<file path="config.mk">
export PLATFORM = sky130hd
export DESIGN_NAME = sd_dfc_rcrx
export DESIGN_NICKNAME = d
export VERILOG_FILES = /design/src/rtl/sd_dfc_rcrx.sv
export SDC_FILE = /design/constraint.sdc
export NUM_CORES = 1
export LEC_CHECK = 0
export ABC_AREA = 1
export BUFFER_PORTS_ARGS = -buffer_cell sky130_fd_sc_hd__buf_2
export CAP_MARGIN = 20
export CORE_ASPECT_RATIO = 1.75
export CORE_MARGIN = 3
export CORE_UTILIZATION = 50
export CTS_CLUSTER_DIAMETER = 40
export CTS_CLUSTER_SIZE = 28
export DETAILED_ROUTE_END_ITERATION = 8
export PLACE_DENSITY_LB_ADDON = 0.2
export SLEW_MARGIN = 0
export SYNTH_ARGS = -nofsm -noshare
export SYNTH_HDL_FRONTEND = slang
export SYNTH_SLANG_ARGS = --single-unit
</file>
<file path="constraint.sdc">
create_clock -name clk -period 2.55 [get_ports clk]
set_input_delay 0.1275 -clock clk [delete_from_list [all_inputs] [get_ports clk]]
set_output_delay 0.1275 -clock clk [all_outputs]
set_load 0.02 [all_outputs]
</file>
<file path="src/rtl/sd_dfc_rcrx.sv">
// Delayed-flow-control receiver: skid FIFO behind a registered p_fc_n.
// Define SD_DFC_RCRX_MON_EN to build the windowed backpressure monitor.
module sd_dfc_rcrx #(
  parameter int width     = 8,
  parameter int depth     = 8,
  parameter int asz       = 3,
  parameter int skid      = 4,
  parameter int rc_ctr_sz = 8
) (
  input  logic                 clk,
  input  logic                 rst,
  input  logic                 p_vld,
  input  logic [width-1:0]     p_data,
  output logic                 p_fc_n,
  output logic                 c_srdy,
  input  logic                 c_drdy,
  output logic [width-1:0]     c_data,
  output logic                 overflow,
  input  logic [rc_ctr_sz-1:0] window_size,
  input  logic [rc_ctr_sz-1:0] mon_fc_thd,
  output logic                 mon_triggered
);

  localparam logic [asz:0] DEPTH_C = (asz+1)'(depth);
  localparam logic [asz:0] FC_LIM  = (asz+1)'(depth - skid);
  localparam logic [asz:0] PONE    = (asz+1)'(1);

  logic [width-1:0] r_mem [depth];
  logic [asz:0]     r_wr_ptr;
  logic [asz:0]     r_rd_ptr;
  logic             r_fc_n;
  logic             r_ovf;

  logic [asz:0] w_count;
  logic [asz:0] w_nxt_count;
  logic         w_full;
  logic         w_wr;
  logic         w_rd;

  assign w_count = r_wr_ptr - r_rd_ptr;
  assign w_full  = (w_count == DEPTH_C);
  assign w_wr    = p_vld & ~w_full;
  assign w_rd    = c_srdy & c_drdy;

  assign w_nxt_count = w_count
                     + {{asz{1'b0}}, w_wr}
                     - {{asz{1'b0}}, w_rd};

  always_ff @(posedge clk) begin
    if (w_wr) r_mem[r_wr_ptr[asz-1:0]] <= p_data;
  end

  always_ff @(posedge clk) begin
    if (rst) begin
      r_wr_ptr <= '0;
      r_rd_ptr <= '0;
      r_fc_n   <= 1'b0;
      r_ovf    <= 1'b0;
    end else begin
      if (w_wr) r_wr_ptr <= r_wr_ptr + PONE;
      if (w_rd) r_rd_ptr <= r_rd_ptr + PONE;
      // free slots after this cycle must exceed the skid reserve
      r_fc_n <= (w_nxt_count < FC_LIM);
      r_ovf  <= r_ovf | (p_vld & w_full);
    end
  end

  assign c_srdy   = (w_count != '0);
  assign c_data   = r_mem[r_rd_ptr[asz-1:0]];
  assign p_fc_n   = r_fc_n;
  assign overflow = r_ovf;

`ifdef SD_DFC_RCRX_MON_EN
  localparam logic [rc_ctr_sz-1:0] ONE  = rc_ctr_sz'(1);
  localparam logic [rc_ctr_sz-1:0] ONES = '1;

  logic [rc_ctr_sz-1:0] r_win;
  logic [rc_ctr_sz-1:0] r_fc_ctr;
  logic                 r_trig;
  logic [rc_ctr_sz-1:0] w_nxt_win;
  logic [rc_ctr_sz-1:0] w_nxt_fc;
  logic                 w_bp;

  assign w_bp = ~r_fc_n;

  always_comb begin
    w_nxt_win = '0;
    w_nxt_fc  = '0;
    if (window_size != '0) begin
      if (r_win >= window_size - ONE) w_nxt_win = '0;
      else                            w_nxt_win = r_win + ONE;
      // a new window starts with this cycle's contribution
      if (w_nxt_win == '0)
        w_nxt_fc = {{(rc_ctr_sz-1){1'b0}}, w_bp};
      else if (w_bp && (r_fc_ctr != ONES))
        w_nxt_fc = r_fc_ctr + ONE;
      else
        w_nxt_fc = r_fc_ctr;
    end
  end

  always_ff @(posedge clk) begin
    if (rst) begin
      r_win    <= '0;
      r_fc_ctr <= '0;
      r_trig   <= 1'b0;
    end else begin
      r_win    <= w_nxt_win;
      r_fc_ctr <= w_nxt_fc;
      r_trig   <= (w_nxt_fc > mon_fc_thd);
    end
  end

  assign mon_triggered = r_trig;
`else
  logic w_unused;
  assign w_unused      = ^{window_size, mon_fc_thd};
  assign mon_triggered = 1'b0;
`endif

endmodule

</file>
# --- Word-level counts from Yosys, hierarchy flattened ---
# Memory sizes are Yosys's and may differ from the RTL's. A register that Yosys moved wholly into a read port is not among the register bits.
# Index checks and enable logic that the tools add are counted.
# W data, S select, Z words.
word_totals:
  ff_bits: 10
  mem_bits_rw: 64
  inputBits: 28
  output_inout_bits: 12
  wordCells: 22
  n_memories: 1
classes:
  add_sub_neg: 5
  order_cmp: 1
  eq_ne: 1
  muxes: 4
  n_bitwise: 5
  n_reduce_logical: 1
memory_table:
  columns: ["name", "depth", "width", "read_ports", "rd_ports_with_merged_regs", "wr", "line", "rtl"]
  rows:
  - ["r_mem", 8, 8, 1, 1, 1, "28", "logic [width-1:0] r_mem [depth];"]
ops:
  columns: ["cell", "n"]
  rows:
  - ["$add A4 B1 Y4 const B", 2]
  - ["$mux W3", 2]
  - ["$add A4 B1 Y4", 1]
  - ["$eq A4 B4 Y1 const B", 1]
  - ["$lt A4 B3 Y1 const B", 1]
  - ["$reduce_bool A4 Y1", 1]
  - ["$sub A4 B1 Y4", 1]
  - ["$sub A4 B4 Y4", 1]
  - ["$and A1 B1 Y1", 3]
  - ["$mux W1", 2]
  - ["$not A1 Y1", 1]
  - ["$or A1 B1 Y1", 1]

# --- Depth between registers and ports, before layout ---
depth:
  ltp_word: 7
  depth_mapped: 20

# --- Worst setup path before layout ---
# Ideal clock, no wire load.
synth_path:
  path_type: "flip-flop to flip-flop"
  start: "register r_wr_ptr[0]"
  end: "register r_fc_n, in the netlist p_fc_n"
  arrival_ns: 2.433
  t_required_ns: 2.438
  path_slack_ns: 0.005
  path_stages_with_launch: 20
  n_path_buf: 0
  cell_sequence: "dfxtp_1 inv_1 ha_1 inv_1 fa_1 xnor2_1 ha_1 nand3_2 nand2_2 inv_4 nand2_1 ha_1 inv_1 nor2_1 nand3_2 nand2_1 nand3_1 nand2_1 inv_1 nor2_2"
synth_between:
  word_cells_on_any_way: 9
  cone_classes: "add/sub (3); order compare (1); eq/ne (1); bitwise (3); reduce/logical (1)"
synth_rtl:
  columns: ["item", "line", "rtl"]
  rows:
  - ["start: declaration", "29", "logic [asz:0] r_wr_ptr;"]
  - ["start signal: assignment", "60", "if (w_wr) r_wr_ptr <= r_wr_ptr + PONE;"]
  - ["$sub A4 B4 Y4", "40", "assign w_count = r_wr_ptr - r_rd_ptr;"]
  - ["$reduce_bool A4 Y1", "68", "assign c_srdy = (w_count != '0);"]
  - ["net c_srdy", "15", "output logic c_srdy,"]
  - ["$and A1 B1 Y1", "43", "assign w_rd = c_srdy & c_drdy;"]
  - ["$sub A4 B1 Y4", "47", "- {{asz{1'b0}}, w_rd};"]
  - ["$lt A4 B3 Y1", "63", "r_fc_n <= (w_nxt_count < FC_LIM);"]
  - ["end signal: assignment", "63", null]
  - ["end: declaration", "31", "logic r_fc_n;"]
# The timed path passes the listed nets, and every way through them passes these cells.
# A chain may end at the register's enable or synchronous reset.

# --- Final worst setup path ---
layout_path:
  start: "register r_rd_ptr[2]"
  end: "memory r_mem[7][5], enable pin"
layout_between:
  elab_chain_len: 6
layout_lines:
  columns: ["item", "line", "rtl"]
  rows:
  - ["start: declaration", "30", "logic [asz:0] r_rd_ptr;"]
  - ["start signal: assignment", "61", "if (w_rd) r_rd_ptr <= r_rd_ptr + PONE;"]
  - ["$sub A4 B4 Y4", "40", null]
  - ["$eq A4 B4 Y1", "41", "assign w_full = (w_count == DEPTH_C);"]
  - ["$not A1 Y1", "42", "assign w_wr = p_vld & ~w_full;"]
  - ["$and A1 B1 Y1", "42", null]
  - ["$mux W1", "50", "if (w_wr) r_mem[r_wr_ptr[asz-1:0]] <= p_data;"]
  - ["$mux W1 (implied by the code)", "50", null]
  - ["end: declaration", "28", null]
# Every way passes these cells.

==> results.toml <==
[worst_setup_path]
critPathMaxFanout = 5
startpoint_type = "register"
cp-end-kind = "register"
crit_arrival_ns = 2.49
required_ns = 2.61
r2r_slack_ns = 0.12
critPathKind = "reg -> reg"

[yosys]
syn_nets = 334
ys_seq_area_frac = 0.661
synth_top_family_by_area = "simple AND/OR/NAND/NOR gates"
synth_compound_area_frac = 0.0932
yosys.cell_types.count = 25
post_synth_and_or_nand_nor_area_fraction = 0.154
synthXorXnorAreaFrac = 0.00795
syn_area_per_cell_um2 = 11.2
ys_ff_latch = 77
synthesis.instances = 296
synth_warnings = 0
synth_area_um2 = 3300
synthMuxAreaShare = 0
synth_adder_area_share = 0.0402

[routing]
drcViolationCount = 0
vias = 2296
wirelength_mm = 6.50
dr.first_iter.drc_count = 76
wl_per_cell_um = 15.1
viasPerCell = 5.31
dr.pass1.iters = 4
drtAntennaViolNets = 0

[floorplanning]
die_h_um = 114
die_area_um2 = 7660
initial_core_util = 0.522
coreArea_um2 = 6320
die_x_um = 67.4
row_count = 38
io_pins = 40

[final_layout]
drive_above_1_share = 0.290
synthToLayoutAreaGrowth_pct = 21.8
fin_util = 0.636
nets = 385
diodes = 0
layout_common_cells = "edfxtp_1 (64), nor2_1 (52), nand2_1 (40)"
layout_commonest_cell = "edfxtp_1"

[sta]
final-setup-viol-count = 0
fin_skew_ns = 0.00903
hold_viol_final = 0
tns_ns = 0
post-route-period-util = 0.954
rsz0062_at_grt = "true"
fmax_ghz = 0.411
layout_min_cycle_time_ns = 2.43
slew_violations = 0

[placed_design]
io_buffers = 22
gp_congestion = 0.761
hpwl_mm = 4.55

[grt]
grt_pass1_wl_mm = 10.3
gr-usage-all-layers = 0.189
grt_max_degree = 33
antenna_found_initial = 0
grt_pass1_vias = 2263
grt.overflow.total = 0

[power]
power.density_nw_per_um2 = 1180
ir_drop_mv = 0.985
cellLeakagePower_nw = 1.52

[hold_path]
worstHoldPathType = "in -> reg"

[clocking]
cts_sinks = 77
clockBufferDepth = 2
htreeDepth = 3
clk_latency_ns = 0.34
numCtsBuffers = 9
clock-root-buffer = "clkbuf_8"
cts_tree = "yes"
path_clk_slew_ns = 0.07

[outcome]
status = "finished, final reports clean"

[job]
drv_cap = 0
[sequential cells by signal (all words and copies together), names as in the netlist, named ones only]
signal / flops
r_rd_ptr: 4
p_fc_n: 1
overflow: 1
r_mem: 64
r_wr_ptr: 4
[report_power, final]
| part | leakage (nW) | switching (mW) | total, mW | internal [mW] |
|---|---|---|---|---|
| Sequential | 0.689 | 0.0913 | 1.63 | 1.54 |
| Combinational | 0.759 | 1.42 | 2.39 | 0.974 |
| Clock | 0.0765 | 0.383 | 0.729 | 0.346 |
| Total | 1.52 | 1.89 | 4.75 | 2.86 |
[critical path, cell delays in order, from the launching register on]
cell	delay [ns]
dfxtp_1	0.35
inv_2	0.07
ha_4	0.23
a21oi_2	0.13
nand2_1	0.10
xnor2_2	0.28
inv_2	0.08
ha_4	0.17
nand3_2	0.07
nand2_2	0.06
buf_4	0.16
inv_8	0.09
nand2_4	0.08
nor2_4	0.14
buf_4	0.16
[final cells by class]
type	instances	area [um2]
clock inverters	3	12.5
well taps	80	100
multi-input cells	185	1130
fillers	506	2300
clock buffers	13	139
flip-flops and latches	77	2190
repair buffers	51	350
inverters	23	96.3
[routing by layer]
metal  global-route usage  wire length (um)  share of wire
met3               0.0453               187          0.029
met1                0.186              2450           0.38
met4                0.112               278          0.043
met5                    0                 0              0
met2                0.340              3590           0.55
[what timing repair did]
action	4_1_cts	5_1_grt
endpoints found under the setup margin	54	66
gates resized for setup	18	32
hold buffers	0	0
pin swaps	3	12
setup buffers	1	2
[worst paths after layout]
path / from / depth (start not counted) / endpoint
max: r_rd_ptr[2] / 14 / r_mem[7][5]
min: rst / 2 / r_wr_ptr[0]
max reg2reg: r_rd_ptr[2] / 14 / r_mem[7][5]
min reg2reg: overflow / 2 / overflow
[cells by family after synthesis]
group | after synthesis
AND/OR/NAND/NOR | 122
AO/OA/AOI/OAI | 49
flip-flops | 77
other | 1
XOR/XNOR | 3
adder cells (fa/ha/maj) | 10
buffers and inverters | 34
[synth_stat cells]
master / n / area share
a21oi_1: 12 / 0.018
buf_2: 4 / 0.0061
buf_4: 1 / 0.0023
clkbuf_1: 6 / 0.0068
conb_1: 1 / 0.0011
dfxtp_1: 13 / 0.079
edfxtp_1: 64 / 0.58
fa_1: 1 / 0.0061
ha_1: 9 / 0.034
inv_1: 20 / 0.023
inv_2: 1 / 0.0011
inv_4: 2 / 0.0038
nand2_1: 42 / 0.048
nand2_2: 3 / 0.0057
nand2_4: 1 / 0.0034
nand3_1: 9 / 0.014
nand3_2: 2 / 0.0061
nand4_1: 2 / 0.0038
nor2_1: 60 / 0.068
nor2_2: 2 / 0.0038
o21a_1: 1 / 0.0023
o21ai_0: 20 / 0.030
o32ai_1: 16 / 0.042
or2_2: 1 / 0.0019
xnor2_1: 3 / 0.0080
[per-stage QoR]
stage               area, um2  setup WS [ns]  power [mW]  hold WS, ns  instances
global placement         3660         -0.141        3.64        0.386        413
CTS                      3880         0.0213        4.50       0.0185        430
floorplan                3300        0.00489        3.11        0.197        296
detailed placement       3660         -0.198        3.71        0.389        413
global route             4020        -0.0376        5.13       0.0157        432
finish                   4020          0.117        4.75       0.0332        432
No activity file was read; power rests on OpenSTA's default activity.
